File: src/rtl/regfile_pkg.sv
// Shared types for the scoreboarded register file: FSM states and the
// RISC-V ABI register aliases.
package regfile_pkg;

    typedef enum logic {
        INIT = 1'b0,
        RUN  = 1'b1
    } state_e;

    typedef enum logic [4:0] {
        ZERO, RA, SP, GP, TP, T0, T1, T2,
        S0FP, S1, A0, A1, A2, A3, A4, A5,
        A6, A7, S2, S3, S4, S5, S6, S7,
        S8, S9, S10, S11, T3, T4, T5, T6
    } abi_e;

endpackage

File: src/rtl/regfile_rd_port.sv
// One combinational read port: address qualification, optional same-cycle
// write forwarding, and zero/not-busy output for invalid or idle reads.
module regfile_rd_port
    import regfile_pkg::*;
#(
    parameter int XLEN   = 32,
    parameter int AW     = 5,
    parameter int NREGS  = 32,
    parameter int BYPASS = 1
) (
    input  logic            run_i,
    input  logic [AW-1:0]   addr_i,
    input  logic [XLEN-1:0] word_i,
    input  logic            busy_i,
    input  logic            fwd_en_i,
    input  logic [AW-1:0]   fwd_addr_i,
    input  logic [XLEN-1:0] fwd_data_i,
    output logic [XLEN-1:0] data_o,
    output logic            busy_o
);

    localparam logic [AW:0] NREGS_W = (AW+1)'(NREGS);

    logic addr_ok;
    logic fwd_hit;

    assign addr_ok = run_i && (addr_i != '0) && ({1'b0, addr_i} < NREGS_W);
    // fwd_en_i is already qualified as a legal write by the top level.
    assign fwd_hit = (BYPASS != 0) && fwd_en_i && (fwd_addr_i == addr_i);

    always_comb begin
        data_o = '0;
        busy_o = 1'b0;
        if (addr_ok) begin
            if (fwd_hit) begin
                data_o = fwd_data_i;
                busy_o = 1'b0;
            end else begin
                data_o = word_i;
                busy_o = busy_i;
            end
        end
    end

endmodule

File: src/rtl/regfile_sb.sv
// Register file with per-register busy scoreboard, an INIT sweep that zeroes
// the array after reset or clear, and NRD combinational read ports.
module regfile_sb
    import regfile_pkg::*;
#(
    parameter int  XLEN   = 32,
    parameter int  NREGS  = 32,
    parameter int  NRD    = 2,
    parameter int  BYPASS = 1,
    localparam int AW     = $clog2(NREGS)
) (
    input  logic                clk,
    input  logic                rst_n,
    input  logic                clear,
    output logic                ready,
    input  logic [NRD*AW-1:0]   rd_addr,
    output logic [NRD*XLEN-1:0] rd_data,
    output logic [NRD-1:0]      rd_busy,
    input  logic                wr_en,
    input  logic [AW-1:0]       wr_addr,
    input  logic [XLEN-1:0]     wr_data,
    input  logic                iss_en,
    input  logic [AW-1:0]       iss_addr,
    output state_e              state_o
);

    localparam logic [AW:0]   NREGS_W = (AW+1)'(NREGS);
    localparam logic [AW-1:0] LAST    = AW'(NREGS - 1);

    state_e            state_q;
    logic [AW-1:0]     cnt_q;
    logic [NREGS-1:0]  busy_q;
    logic [XLEN-1:0]   regs_q [NREGS];

    logic run;
    logic wr_ok;
    logic iss_ok;

    assign run     = (state_q == RUN);
    assign wr_ok   = run && wr_en  && (wr_addr  != '0) && ({1'b0, wr_addr}  < NREGS_W);
    assign iss_ok  = run && iss_en && (iss_addr != '0) && ({1'b0, iss_addr} < NREGS_W);
    assign ready   = run;
    assign state_o = state_q;

    // Issue is applied after writeback so a same-cycle new producer wins.
    always_ff @(posedge clk or negedge rst_n) begin
        if (!rst_n) begin
            state_q <= INIT;
            cnt_q   <= '0;
            busy_q  <= '0;
        end else begin
            case (state_q)
                INIT: begin
                    busy_q[cnt_q] <= 1'b0;
                    if (cnt_q == LAST) begin
                        state_q <= RUN;
                        cnt_q   <= '0;
                    end else begin
                        cnt_q <= cnt_q + AW'(1);
                    end
                end
                RUN: begin
                    if (wr_ok)  busy_q[wr_addr]  <= 1'b0;
                    if (iss_ok) busy_q[iss_addr] <= 1'b1;
                    if (clear) begin
                        state_q <= INIT;
                        cnt_q   <= '0;
                    end
                end
                default: begin
                    state_q <= INIT;
                    cnt_q   <= '0;
                end
            endcase
        end
    end

    // The data array has no reset; the INIT sweep is what clears it.
    always_ff @(posedge clk) begin
        if (state_q == INIT) begin
            regs_q[cnt_q] <= '0;
        end else if (wr_ok) begin
            regs_q[wr_addr] <= wr_data;
        end
    end

    for (genvar i = 0; i < NRD; i++) begin : g_rd
        logic [AW-1:0] addr;
        assign addr = rd_addr[i*AW +: AW];

        regfile_rd_port #(
            .XLEN   (XLEN),
            .AW     (AW),
            .NREGS  (NREGS),
            .BYPASS (BYPASS)
        ) u_port (
            .run_i      (run),
            .addr_i     (addr),
            .word_i     (regs_q[addr]),
            .busy_i     (busy_q[addr]),
            .fwd_en_i   (wr_ok),
            .fwd_addr_i (wr_addr),
            .fwd_data_i (wr_data),
            .data_o     (rd_data[i*XLEN +: XLEN]),
            .busy_o     (rd_busy[i])
        );
    end

endmodule

File: config.mk
export PLATFORM = sky130hd
export DESIGN_NAME = regfile_sb
export DESIGN_NICKNAME = d
export VERILOG_FILES = /design/src/rtl/regfile_pkg.sv /design/src/rtl/regfile_rd_port.sv /design/src/rtl/regfile_sb.sv
export SDC_FILE = /design/constraint.sdc
export NUM_CORES = 1
export LEC_CHECK = 0
export ABC_CLOCK_PERIOD_IN_PS = 12800
export BUFFER_PORTS_ARGS = -buffer_cell sky130_fd_sc_hd__buf_4
export CELL_PAD_IN_SITES_DETAIL_PLACEMENT = 1
export CELL_PAD_IN_SITES_GLOBAL_PLACEMENT = 1
export CORE_MARGIN = 4
export CORE_UTILIZATION = 40
export CTS_CLUSTER_DIAMETER = 50
export DETAILED_ROUTE_END_ITERATION = 8
export PLACE_DENSITY_LB_ADDON = 0.1
export SLEW_MARGIN = 20
export SYNTH_ARGS = -nofsm -noshare
export SYNTH_HDL_FRONTEND = slang
export SYNTH_SLANG_ARGS = --single-unit
File: constraint.sdc
create_clock -name clk -period 12.8 [get_ports clk]
set_input_delay 0.64 -clock clk [delete_from_list [all_inputs] [get_ports clk]]
set_output_delay 0.64 -clock clk [all_outputs]
set_load 0.005 [all_outputs]
==> results by group, run 1 <==
Logic synthesis
  • Dominant combinational cell family by area after synthesis: multiplexers
  • Area share of xor/xnor cells in the synthesized design: 0.205%
  • Mapped Nets: 2887
  • Post-synthesis average cell area: 18.1 sq um
  • Number of warning messages in the yosys log: 0
  • Post-Synthesis Cells: 2825
  • Share of synthesized registers carrying an async set or reset: 3.58%
  • Post-synthesis sequential area ratio: 61.9%
  • Post-synthesis adder-cell area fraction: 0.122%
  • Multiplexer fraction of the synthesized cell area: 25.5%
  • Ys flop type: sky130_fd_sc_hd__edfxtp_1
  • Cell area after synthesis: 51200 sq um
  • Area share of and/or/nand/nor cells after synthesis: 3.66%
  • Count of distinct cell types in the synthesized netlist: 64
  • Synth Area in Compound Gates: 6.36%
  • FF+latch count, synth: 1062
  • Count of flip-flops with a built-in enable after synthesis: 1024

Timing
  • Min cycle time layout: 5.60 ns
  • Maximum operating frequency: 179 MHz
  • Final worst-path setup slack: 7.20 ns
  • Fin. Hold Viols: 0
  • Tightest Pin Transition: 1.23 ns
  • Worst-case clock skew: 0.0372 ns
  • Fraction of the cycle the final worst path needs: 43.8%
  • Setup-failing EPs final: 0
  • Setup TNS Final: 0 ns
  • RSZ-0062 raised after global routing: false
  • Hold slack final: 0.104 ns
  • Relative slew slack: 17.6%
  • Number of slew-limit violations in the final report: 0

Finish
  • Finished Core Util: 46.4%
  • N_diodes: 0
  • Layout cell share with drive strength beyond 1: 31.7%
  • Filler Cell Count: 11.8k
  • Synth-to-layout area growth: 15.4%
  • Final #Nets: 2997

Setup path
  • Worst Path Required: 12.16 ns
  • Crit path largest cell delay: 0.77 ns
  • Top cell by count, worst path: sky130_fd_sc_hd__buf_4
  • CP Max Fanout: 49
  • Worst R2R Path Depth: 6
  • CP startpoint kind: input pin
  • CP max stage cell: sky130_fd_sc_hd__buf_4
  • Worst EP arrival: 4.96 ns
  • Start-to-end type of the worst setup path: input pin to output port
  • Ordered list of cells on the worst path: buf_8 > buf_4 > buf_4 > buf_4 > mux4_2 > mux4_2 > nor3b_1 > a211o_1 > buf_4
  • Critical path endpoint category: output port

Global route
  • Antenna violations before repair: 6
  • Largest net degree at the start of global routing: 125
  • Via count of the first global-routing pass: 32.8k
  • Wire length of the first global-routing pass: 254 mm
  • Global route total overflow: 0
  • Tot GR Track Use: 26.5%

Clock tree
  • CTS H-tree lvls: 4
  • CTS clk-pin slew, worst paths: 0.05 ns
  • Number of CTS-inserted buffers: 144
  • Source-to-sink clock delay at the later pin of the worst-skew pair: 0.79 ns
  • CTS tree: built
  • Number of clock sinks: 1062
  • Root Driver: sky130_fd_sc_hd__clkbuf_16
  • Max Root-Sink Buffers: 3

Pwr
  • Cell area power density: 175 nW/um^2
  • Peak supply drop: 0.144 mV
  • Leakage power summed over all cells: 19.8 nW
  • Total chip power: 0.0103 W

Placed design
  • Final weighted congestion in routability-driven placement: 0.814
  • DPL Wire Length: 99.3 mm
  • Number of buffers added on ports: 124
  • Pre-CTS setup slack: 7.19 ns

Routing
  • DR iter-0 viols: 3301
  • Iteration count of the initial detailed-routing pass: 5
  • DR vias: 31.3k
  • Post-detailed-route DRC marker count: 0
  • Overall routed net length: 179 mm
  • Number of routed nets with antenna violations: 0
  • DR WL/cell: 38.0 um
  • Ratio of routed vias to standard cells: 6.64

Floorplanning
  • Number of standard-cell rows in the floorplan: 131
  • Die outline width: 366 um
  • Die height: 366 um
  • Number of placed I/O pins: 125
  • Die Outline Area: 134000 sq um
  • Initial cell density of the core: 40.2%
  • Core Area: 127000 sq um

Worst hold path
  • Worst hold path depth: 2
  • Min-delay worst type: input pin to flip-flop

Run
  • Number of violations of the max-capacitance limit: 0

Run status
  • Status: completed
critical path, delay by kind of cell:
| family | cells | cell delay [ns] |
|---|---|---|
| muxes | 2 | 0.92 |
| AOI/OAI and AO/OA | 1 | 0.38 |
| and+or+nand+nor | 1 | 0.16 |
| buffers and inverters | 5 | 2.67 |
Yosys cell counts (4+ instances only):
cell                       instances  area share, %
sky130_fd_sc_hd__nor2b_1          45           0.55
sky130_fd_sc_hd__o21a_1            8           0.12
sky130_fd_sc_hd__nor2_1           54           0.40
sky130_fd_sc_hd__buf_4            28           0.41
sky130_fd_sc_hd__a41oi_1          10           0.17
sky130_fd_sc_hd__a32oi_1           6           0.10
sky130_fd_sc_hd__ha_1              5           0.12
sky130_fd_sc_hd__nor3b_1          33           0.48
sky130_fd_sc_hd__a22oi_1           7           0.10
sky130_fd_sc_hd__a211o_1          60            1.0
sky130_fd_sc_hd__mux4_2          478             21
sky130_fd_sc_hd__o221ai_1         55           0.94
sky130_fd_sc_hd__or3_1             4          0.049
sky130_fd_sc_hd__nand4_1           4          0.049
sky130_fd_sc_hd__and2_1           36           0.44
sky130_fd_sc_hd__or2_1             7          0.085
sky130_fd_sc_hd__a211oi_1         96            1.4
sky130_fd_sc_hd__edfxtp_1       1024             60
sky130_fd_sc_hd__dfrtp_1          38            1.9
sky130_fd_sc_hd__clkbuf_1        127           0.93
sky130_fd_sc_hd__mux2i_1         226            4.4
sky130_fd_sc_hd__o21ai_0          31           0.30
sky130_fd_sc_hd__a21oi_1          51           0.50
sky130_fd_sc_hd__buf_2            56           0.55
sky130_fd_sc_hd__buf_1            16           0.12
sky130_fd_sc_hd__nand2_1          68           0.50
sky130_fd_sc_hd__a221oi_1         22           0.38
sky130_fd_sc_hd__nor3_1           41           0.40
sky130_fd_sc_hd__nor4_1            8          0.098
sky130_fd_sc_hd__nand2b_1         20           0.24
sky130_fd_sc_hd__o211ai_1          7           0.10
sky130_fd_sc_hd__buf_6            11           0.24
sky130_fd_sc_hd__o22ai_1          54           0.66
sky130_fd_sc_hd__inv_1             9          0.066
sky130_fd_sc_hd__xnor2_1          11           0.19
sky130_fd_sc_hd__a221o_1           7           0.14
sky130_fd_sc_hd__o21ai_1           8          0.078
sky130_fd_sc_hd__nand3_1          20           0.20
path summary, 6_finish.rpt:
check	from	to	slack, ns
min in group asynchronous	rst_n	busy_q[26]	0.40
worst min-delay path	clear	cnt_q[3]	0.10
worst max-delay path	rd_addr[6]	rd_data[40]	7.20
worst max register to register	ready	regs_q[14][5]	8.40
max in group asynchronous	rst_n	ready	11.97
worst min register to register	busy_q[0]	busy_q[0]	0.53
registers in the layout, summed over array words and instances (netlist names):
name / flops
busy_q: 32
ready: 1
regs_q: 1024
cnt_q: 5
per-stage QoR:
step | cells | area [sq um]
2_1_floorplan | 2825 | 51200
4_1_cts | 4713 | 59100
5_1_grt | 4714 | 59100
6_report | 4714 | 59100
3_3_place_gp | 4449 | 54100
3_5_place_dp | 4449 | 54100
power breakdown:
part           switching (W)  internal [W]
Clock                0.00164       0.00256
Sequential          0.000176       0.00424
Combinational        0.00114      0.000588
routing by layer:
layer / GRT usage (%) / routed length, um / vias to the layer above
met3: 3.73 / 11500 / 279
li1: - / - / 12400
met1: 36.6 / 74500 / 17300
met2: 44.0 / 88000 / 1383
met5: 0 / 0 / -
met4: 8.06 / 5120 / 0
final cells by class:
type / count / area [sq um] / share of cell area, %
flip-flops and latches: 1062 / 31700 / 53.6
multi-input cells: 1514 / 18700 / 31.6
clock buffers: 164 / 3720 / 6.29
well taps: 1662 / 2080 / 3.52
repair buffers: 202 / 1620 / 2.74
clock inverters: 99 / 1300 / 2.19
inverters: 11 / 41.3 / 0.0698
what timing repair did:
action / CTS / global route
hold buffers: 1 / 0
setup buffers: 0 / 0
hold endpoints to repair: 38 / 0
gates resized for setup: 0 / 0
placed cells by master, fill, tap and decap left out, types with 20 or more instances in the layout:
cell	synthesis	layout
sky130_fd_sc_hd__o22ai_1	54	54
sky130_fd_sc_hd__bufinv_16	0	22
sky130_fd_sc_hd__clkinv_2	0	21
sky130_fd_sc_hd__a211oi_1	96	96
sky130_fd_sc_hd__o221ai_1	55	55
sky130_fd_sc_hd__nor2_1	54	24
sky130_fd_sc_hd__o21ai_0	31	31
sky130_fd_sc_hd__buf_4	28	189
sky130_fd_sc_hd__a221oi_1	22	22
sky130_fd_sc_hd__clkbuf_16	0	145
sky130_fd_sc_hd__mux4_2	478	478
sky130_fd_sc_hd__nand2_1	68	67
sky130_fd_sc_hd__edfxtp_1	1024	1024
sky130_fd_sc_hd__nor2b_1	45	43
sky130_fd_sc_hd__nand3_1	20	20
sky130_fd_sc_hd__mux2i_1	226	226
sky130_fd_sc_hd__nor3b_1	33	33
sky130_fd_sc_hd__a211o_1	60	60
sky130_fd_sc_hd__and2_1	36	32
sky130_fd_sc_hd__nor2_4	0	30
sky130_fd_sc_hd__nor3_1	41	37
sky130_fd_sc_hd__a21oi_1	51	49
sky130_fd_sc_hd__dfrtp_1	38	37
kinds of logic after synthesis:
logic type	count (synthesis)
XOR/XNOR	12
AND/OR/NAND/NOR	352
adder cells (fa/ha/maj)	5
multiplexers	706
buffers and inverters	249
AO/OA/AOI/OAI	439
flip-flops	1062
Power figures use the tool's default switching activity.
==> run 2, diff against run 1 <==
- ABC_CLOCK_PERIOD_IN_PS: 12800 -> 5200
- clock period: 12.8 -> 5.2 ns (I/O delays scaled with it)
==> run 2 against run 1 <==
  * First-iteration DRC count down 4.9%
  * Cell area about the same
  * Combinational power up 140%
  * Worst hold slack worse by 0.048 ns
  * Critical path type is now flip-flop to output port
  * Core utilization about the same
  * Largest power group unchanged
==> results by group, run 2 (same netlist as run 1, synthesis figures left out) <==
Routing
  • Overall routed net length: 173 mm (was 179 mm)
  • DR vias: 30.8k (was 31.3k)
  • Ratio of routed vias to standard cells: 6.52 (was 6.64)
  • DR iter-0 viols: 3138 (was 3301)
  • Iteration count of the initial detailed-routing pass: 7 (was 5)
  • Number of routed nets with antenna violations: 0 (unchanged)
  • Post-detailed-route DRC marker count: 0 (unchanged)
  • DR WL/cell: 36.6 um (was 38.0 um)

Floorplanning
  • Number of standard-cell rows in the floorplan: 131 (unchanged)
  • Die height: 366 um (unchanged)
  • Die Outline Area: 134000 sq um (unchanged)
  • Die outline width: 366 um (unchanged)
  • Initial cell density of the core: 40.2% (unchanged)
  • Core Area: 127000 sq um (unchanged)
  • Number of placed I/O pins: 125 (unchanged)

Finish
  • Most common cell after layout, fill and taps aside: sky130_fd_sc_hd__edfxtp_1 (unchanged)
  • Registers with the highest flip-flop counts: regs_q (1024), busy_q (32), cnt_q (5) (unchanged)
  • Layout cell share with drive strength beyond 1: 31.8% (was 31.7%)
  • Flip-flop count of the largest register, all copies and words added: 1024 (unchanged)
  • Filler Cell Count: 11.8k (about the same)
  • Register with the most flip-flops: regs_q (unchanged)
  • Post-route insts no fill: 4735 (was 4714)
  • Final #Nets: 3026 (was 2997)
  • Most used cells in the layout excluding fill and tap cells: sky130_fd_sc_hd__edfxtp_1 (1024), sky130_fd_sc_hd__mux4_2 (478), sky130_fd_sc_hd__mux2i_1 (226), sky130_fd_sc_hd__buf_4 (193), sky130_fd_sc_hd__clkbuf_16 (141) (was sky130_fd_sc_hd__edfxtp_1 (1024), sky130_fd_sc_hd__mux4_2 (478), sky130_fd_sc_hd__mux2i_1 (226), sky130_fd_sc_hd__buf_4 (189), sky130_fd_sc_hd__clkbuf_16 (145))
  • Synth-to-layout area growth: 15.4% (about the same)
  • N_diodes: 0 (unchanged)

Setup path
  • Worst EP arrival: 3.87 ns (was 4.96 ns)
  • Worst Path Required: 4.94 ns (was 12.16 ns)
  • Critical path endpoint category: output port (unchanged)
  • Ordered list of cells on the worst path: and2_1 > o21ai_2 > o311ai_4 > buf_4 > a211oi_1 > a211o_1 > buf_4 (was buf_8 > buf_4 > buf_4 > buf_4 > mux4_2 > mux4_2 > nor3b_1 > a211o_1 > buf_4)
  • CP startpoint kind: flip-flop (was input pin)
  • Top cell by count, worst path: sky130_fd_sc_hd__buf_4 (unchanged)
  • Number of buffers and inverters on the critical path: 2 (was 5)
  • CP max stage cell: sky130_fd_sc_hd__o311ai_4 (was sky130_fd_sc_hd__buf_4)
  • Worst path top cell family by delay: compound AO/OA/AOI/OAI gates (was buffers and inverters)
  • Start-to-end type of the worst setup path: flip-flop to output port (was input pin to output port)
  • Crit path largest cell delay: 0.98 ns (was 0.77 ns)
  • CP Max Fanout: 13 (was 49)

Run status
  • Status: completed (unchanged)

Timing
  • Hold slack final: 0.0564 ns (was 0.104 ns)
  • Min cycle time layout: 4.13 ns
  • Worst-case clock skew: 0.0203 ns (was 0.0372 ns)
  • Maximum operating frequency: 242 MHz
  • Fin. Hold Viols: 0 (unchanged)
  • Setup-failing EPs final: 0 (unchanged)
  • Tightest Pin Transition: 1.13 ns (was 1.23 ns)
  • Number of slew-limit violations in the final report: 0 (unchanged)
  • RSZ-0062 raised after global routing: false (unchanged)
  • Relative slew slack: 24.3% (was 17.6%)
  • Fraction of the cycle the final worst path needs: 79.4%
  • Setup TNS Final: 0 ns (unchanged)

Pwr
  • Leakage power summed over all cells: 19.8 nW (about the same)
  • Clock share of power: 38.7% (was 40.6%)
  • Internal Dissipation: 0.0177 W (was 0.00739 W)
  • Switching part of the total: 28.2% (was 28.5%)
  • Total net switching power: 0.00694 W (was 0.00295 W)
  • Fraction of power consumed by sequential logic: 44.2% (was 42.7%)
  • Peak supply drop: 0.342 mV (was 0.144 mV)
  • Cell area power density: 416 nW/um^2 (was 175 nW/um^2)
  • Combinational power share: 17.1% (was 16.7%)

Clock tree
  • CTS tree: built (unchanged)
  • Number of gates resized after CTS: 0 (unchanged)
  • Number of CTS-inserted buffers: 139 (was 144)
  • Max Root-Sink Buffers: 3 (unchanged)
  • Root Driver: sky130_fd_sc_hd__clkbuf_16 (unchanged)
  • Source-to-sink clock delay at the later pin of the worst-skew pair: 0.76 ns (was 0.79 ns)
  • CTS clk-pin slew, worst paths: 0.05 ns (about the same)
  • Number of clock sinks: 1062 (unchanged)
  • CTS H-tree lvls: 4 (unchanged)

Placed design
  • Final weighted congestion in routability-driven placement: 0.833 (was 0.814)
  • DPL Wire Length: 105 mm (was 99.3 mm)
  • Number of cells after detailed placement: 4468 (was 4449)
  • Number of buffers added on ports: 124 (unchanged)

Global route
  • Global route total overflow: 0 (unchanged)
  • Tot GR Track Use: 25.7% (was 26.5%)
  • Antenna violations before repair: 4 (was 6)
  • Wire length of the first global-routing pass: 249 mm (was 254 mm)
  • Largest net degree at the start of global routing: 118 (was 125)
  • Via count of the first global-routing pass: 33.3k (was 32.8k)

Worst hold path
  • Min-delay worst type: input pin to asynchronous set/reset pin (was input pin to flip-flop)

Run
  • Number of violations of the max-capacitance limit: 0 (unchanged)
-- run 2: through the flow --
stage	total power (W)	util, %	setup slack, ns	instance area [sq um]
after floorplan	0.0132	-	1.11	51200
after global placement	0.0151	42.7	1.58	54400
after detailed placement	0.0153	42.7	1.51	54400
after CTS	0.0248	46.4	1.01	59100
after global routing	0.0255	46.4	0.917	59100
final	0.0246	46.4	1.07	59100
-- run 2: worst paths after layout --
path / startpoint / end / slack (ns) / cells after the start
setup reg to reg: ready / regs_q[11][25] / 1.55 / 5
setup / recovery: ready / rd_data[36] / 1.07 / 7
min in group clk: wr_data[9] / regs_q[2][9] / 0.08 / 2
hold reg to reg: busy_q[0] / busy_q[0] / 0.52 / 2
hold / removal: rst_n / busy_q[12] / 0.06 / 2
max in group asynchronous: rst_n / ready / 4.72 / 2
-- run 2: repair_timing --
item,CTS,global route
endpoints found under the hold margin,74,0
hold buffers,14,0
buffers inserted,0,0
-- run 2: final cells by class --
type / count / area, sq um / area share, %
tap: 1662 / 2080 / 3.52
timing repair buffer: 236 / 2110 / 3.57
clock inverter: 88 / 900 / 1.52
inverter: 11 / 41.3 / 0.0698
multi-input combinational: 1514 / 18700 / 31.6
clock buffer: 162 / 3620 / 6.12
sequential: 1062 / 31700 / 53.6
-- run 2: worst reg2reg max path: cells and delay by family, from the launching register on --
family / cells / cell delay, ns
AND/OR/NAND/NOR: 2 / 1.09
buffers and inverters: 1 / 0.43
AO/OA/AOI/OAI: 2 / 1.27
flip-flops: 1 / 0.55
-- run 2: layer usage --
metal | track usage [%] | up-vias | routed length (um)
li1 | - | 12400 | -
met1 | 35.1 | 17000 | 72800
met2 | 42.6 | 1153 | 85200
met3 | 4.27 | 274 | 10200
met4 | 7.94 | 0 | 5130
met5 | 0 | - | 0
-- run 2: power groups by stage --
stage / Combinational (W) / Clock (W) / Sequential (W)
6_report: 0.00422 / 0.00952 / 0.0109
5_1_grt: 0.00443 / 0.0101 / 0.0110
4_1_cts: 0.00424 / 0.00968 / 0.0109
3_5_place_dp: 0.00421 / 0 / 0.0110
3_3_place_gp: 0.00416 / 0 / 0.0110
2_1_floorplan: 0.00236 / 0 / 0.0109
